**src/rtl/reg_file_mp.sv**
```systemverilog
// rtl/reg_file_mp.sv - multi-port register file, NUM_RD async reads, two byte-enabled write ports
module reg_file_mp #(
    parameter int DATA_W   = 32,
    parameter int ADDR_W   = 5,
    parameter int NUM_RD   = 2,
    parameter int ZERO_REG = 1,
    parameter int BYPASS   = 1
) (
    input  logic                     clk,
    input  logic                     reset,
    input  logic [NUM_RD*ADDR_W-1:0] rd_addr,
    output logic [NUM_RD*DATA_W-1:0] rd_data,
    input  logic                     wr0_en,
    input  logic [ADDR_W-1:0]        wr0_addr,
    input  logic [DATA_W/8-1:0]      wr0_be,
    input  logic [DATA_W-1:0]        wr0_data,
    input  logic                     wr1_en,
    input  logic [ADDR_W-1:0]        wr1_addr,
    input  logic [DATA_W/8-1:0]      wr1_be,
    input  logic [DATA_W-1:0]        wr1_data,
    output logic                     conflict
);

    localparam int NB    = DATA_W / 8;
    localparam int DEPTH = 2 ** ADDR_W;

    logic [DATA_W-1:0] mem [DEPTH];
    logic              wr0_ok;
    logic              wr1_ok;
    logic [NB-1:0]     overlap;

    // A write aimed at the hard-wired zero entry is treated as no write at all.
    assign wr0_ok  = wr0_en && !(ZERO_REG != 0 && wr0_addr == '0);
    assign wr1_ok  = wr1_en && !(ZERO_REG != 0 && wr1_addr == '0);
    assign overlap = (wr0_ok && wr1_ok && wr0_addr == wr1_addr) ? (wr0_be & wr1_be) : '0;

    // Port 1 is assigned last so it wins on overlapping bytes.
    always_ff @(posedge clk or posedge reset) begin
        if (reset) begin
            for (int i = 0; i < DEPTH; i++) begin
                mem[i] <= '0;
            end
            conflict <= 1'b0;
        end else begin
            conflict <= |overlap;
            for (int b = 0; b < NB; b++) begin
                if (wr0_ok && wr0_be[b]) begin
                    mem[wr0_addr][b*8 +: 8] <= wr0_data[b*8 +: 8];
                end
                if (wr1_ok && wr1_be[b]) begin
                    mem[wr1_addr][b*8 +: 8] <= wr1_data[b*8 +: 8];
                end
            end
        end
    end

    for (genvar k = 0; k < NUM_RD; k++) begin : g_rd
        logic [ADDR_W-1:0] addr;
        logic [DATA_W-1:0] data;

        assign addr = rd_addr[k*ADDR_W +: ADDR_W];

        always_comb begin
            data = mem[addr];
            if (BYPASS != 0) begin
                for (int b = 0; b < NB; b++) begin
                    if (wr0_en && wr0_be[b] && wr0_addr == addr) begin
                        data[b*8 +: 8] = wr0_data[b*8 +: 8];
                    end
                    if (wr1_en && wr1_be[b] && wr1_addr == addr) begin
                        data[b*8 +: 8] = wr1_data[b*8 +: 8];
                    end
                end
            end
            if (reset || (ZERO_REG != 0 && addr == '0)) begin
                data = '0;
            end
        end

        assign rd_data[k*DATA_W +: DATA_W] = data;
    end

endmodule

```
**config.mk**
```make
export PLATFORM = sky130hd
export DESIGN_NAME = reg_file_mp
export DESIGN_NICKNAME = d
export VERILOG_FILES = /design/src/rtl/reg_file_mp.sv
export SDC_FILE = /design/constraint.sdc
export NUM_CORES = 2
export LEC_CHECK = 0
export ABC_AREA = 0
export CORE_MARGIN = 4
export CORE_UTILIZATION = 60
export DETAILED_ROUTE_END_ITERATION = 10
export HOLD_SLACK_MARGIN = 0.1
export PLACE_DENSITY = 0.79
export SYNTH_ARGS = -nofsm -noshare
export SYNTH_HDL_FRONTEND = slang
export SYNTH_SLANG_ARGS = --single-unit
```
**constraint.sdc**
```tcl
create_clock -name clk -period 136 [get_ports clk]
set_input_delay 34 -clock clk [delete_from_list [all_inputs] [get_ports clk]]
set_output_delay 34 -clock clk [all_outputs]
set_load 0.02 [all_outputs]
```
==> impl_metrics.tcl <==
set metrics [dict create \
    gp_congestion 1.03 \
    instances_no_fill 7798 \
    combinationalPowerShare_pct 26.0 \
    cp_max_fo 55 \
    p_int_mw 0.694 \
    powerDensity_nw_per_um2 14.0 \
    syn_inst 6439 \
    vias 57673 \
    final_cell_mix "1223 x mux2i_1, 1025 x dfrtp_1, 737 x nor2_1" \
    r2r-end "mem[671]$_DFF_PP0_" \
    cts_num_sinks 1025 \
    core_um2 111000 \
    postPlaceCellArea_um2 68900 \
    status "complete, no violations" \
    hp-class "register to register" \
    die_y_um 343 \
    reg2reg_depth 2 \
    wl_per_cell_um 31.8 \
    power.switching_mw 0.324 \
    worstSetupPathType "input pin to primary output" \
    grt_setup_unrepaired "no" \
    cp.required_ps 102000 \
    tightestPinTransition_ps 1450 \
    drv_cap 0 \
    area_delta_synth_final_pct 7.59 \
    routed_wl_um 248000 \
    io_pins 161 \
    firstDrtPassIters 10 \
    swShare_pct 31.8 \
    grt-ovfl-total 0 \
    rows 122 \
    postCtsHoldBufs 0 \
    synthArstFlopShare_pct 100 \
    drc_errors 0 \
    worst_setup_path_start_kind "input pin" \
    setup_viol 0 \
    min_from "mem[1010]$_DFF_PP0_" \
    max_freq_ghz 0.0137 \
    period_needed_ps 72960 \
    io_buffers 160 \
    syn-num-nets 6535 \
    cts_root_buffer "clkbuf_16" \
    viasPerCell 7.40 \
    cts.clk_slew.worst_paths_ps 60 \
    hold_path_depth 0 \
    grt_usage_pct 41.8 \
    hold_end "mem[1010]$_DFF_PP0_" \
    cts_inserted_buffers 111 \
    synth_edf_count 0 \
    grt_pass1_vias 55902 \
    power_frac_clock_pct 30.7 \
    seqPwrFrac_pct 43.3 \
    insertion_delay_ps 710 \
    die_x_um 343 \
    synth_area_um2 67500 \
    maxSlewViolCount 0 \
    grt_max_degree 90 \
    layout.nets 6307 \
    initial_core_util_pct 60.7 \
    finalClockSkew_ps 0 \
    cts_max_level 3 \
    post_cts_resized 0 \
    cts_buffer_depth 3 \
    synth.distinct_cells 82 \
    nFillCells 8497 \
    ant_nets 0 \
    grt_pass1_wl_um 367000 \
    setup_tns_ps 0 \
    hold_viol_final 0 \
    cp.arrival_ps 38960 \
    place_inst 7585 \
    finalInstanceArea_um2 72600 \
    timing.slew.headroom_pct 2.60 \
    ys_seq_area_share_pct 38.0 \
    final_common_cell "mux2i_1" \
    p_leak_nw 31.0 \
    avgSynthCellArea_um2 10.5 \
    cts_tree "built" \
    post_cts_buffers 0 \
    synth_warnings 0 \
    drtIter0Drc 9571 \
    peakVddDrop_uv 10.7 \
    worstReg2RegStart "mem[671]$_DFF_PP0_" \
    synth_flop_cell "dfrtp_1" \
    grt_antenna_before_repair 14 \
    hpwl_um 158000 \
    reg2reg_setup_slack_ps 135110 \
    ys_seq_elements 1025 \
    die-area_um2 118000 \
    endpoint_kind "primary output" \
    drive_above_1_share_pct 15.7 \
    fin_crit_sh_pct 53.6 \
]
power groups by stage:
| stage | logic (mW) | clock network, mW | registers (mW) |
|---|---|---|---|
| floorplan | 0.198 | 0 | 0.421 |
| global placement | 0.247 | 0 | 0.436 |
| detailed placement | 0.256 | 0 | 0.442 |
| CTS | 0.257 | 0.312 | 0.437 |
| global route | 0.282 | 0.325 | 0.448 |
| finish | 0.265 | 0.313 | 0.441 |
metrics by stage:
| step | power [mW] | utilization [%] | setup WS [ps] | hold slack (ps) |
|---|---|---|---|---|
| 2_1_floorplan | 0.619 | - | 40760 | 441 |
| 3_3_place_gp | 0.683 | 62.0 | 63220 | 377 |
| 3_5_place_dp | 0.698 | 62.0 | 63190 | 382 |
| 4_1_cts | 1.01 | 65.3 | 63190 | 396 |
| 5_1_grt | 1.06 | 65.3 | 62740 | 403 |
| 6_report | 1.02 | 65.3 | 63040 | 392 |
critical path, cell delays in order:
cell             delay, ps
clkbuf_8               490
buf_4                  670
buf_4                  910
nand2b_1               910
a21oi_1                420
a21oi_1                 80
a211oi_1               670
clkdlybuf4s50_1        740
metal layers:
metal	global-route usage, %	routed length [um]
met1	53.6	83800
met3	17.6	41300
met2	57.8	102000
met5	0.245	120
met4	28.1	21100
cell families after synthesis:
family | synth area share, %
muxes | 34.2
and+or+nand+nor | 10.6
buffers and inverters | 5.05
DFF | 38.0
AOI/OAI and AO/OA | 11.8
xor gates and xnor gates | 0.324
how the worst max path moves through the flow:
stage,start,to,slack (ps),depth (start not counted)
detailed placement,rd_addr[0],rd_data[23],63190,10
CTS,rd_addr[0],rd_data[23],63190,10
floorplan,reset,rd_data[32],40760,3
global placement,rd_addr[0],rd_data[23],63220,10
finish,rd_addr[1],rd_data[22],63040,8
global route,rd_addr[0],rd_data[23],62740,10
state kept, by name (all words and copies together) (netlist names):
| register | cells |
|---|---|
| conflict | 1 |
| mem | 1024 |
synthesized netlist by cell type, drive strengths merged, types with 17 or more instances:
cell type	instances	area (um^2)
nand3	41	210
mux2i	1223	12200
mux4	470	10600
nor2	807	3340
mux2	19	214
o21bai	30	225
buf	316	2070
a21oi	674	3380
o22ai	23	144
a22oi	33	248
clkbuf	341	1280
o21ai	385	1940
a211oi	29	233
o311ai	23	201
nor3	72	402
a31oi	27	169
nand2	551	2150
nand2b	27	169
nor4	18	143
dfrtp	1025	25600
a221oi	68	614
and2	20	125
xor2	17	149
cell type report:
type | count | area (um^2) | area share (%)
timing repair buffer | 316 | 2770 | 3.81
clock buffer | 167 | 3290 | 4.53
sequential | 1025 | 25600 | 35.3
antenna | 10 | 25.0 | 0.0345
multi-input combinational | 4744 | 38500 | 53.1
inverter | 13 | 61.3 | 0.0844
clock inverter | 35 | 398 | 0.548
tap | 1488 | 1860 | 2.56
Power figures use the tool's default switching activity.
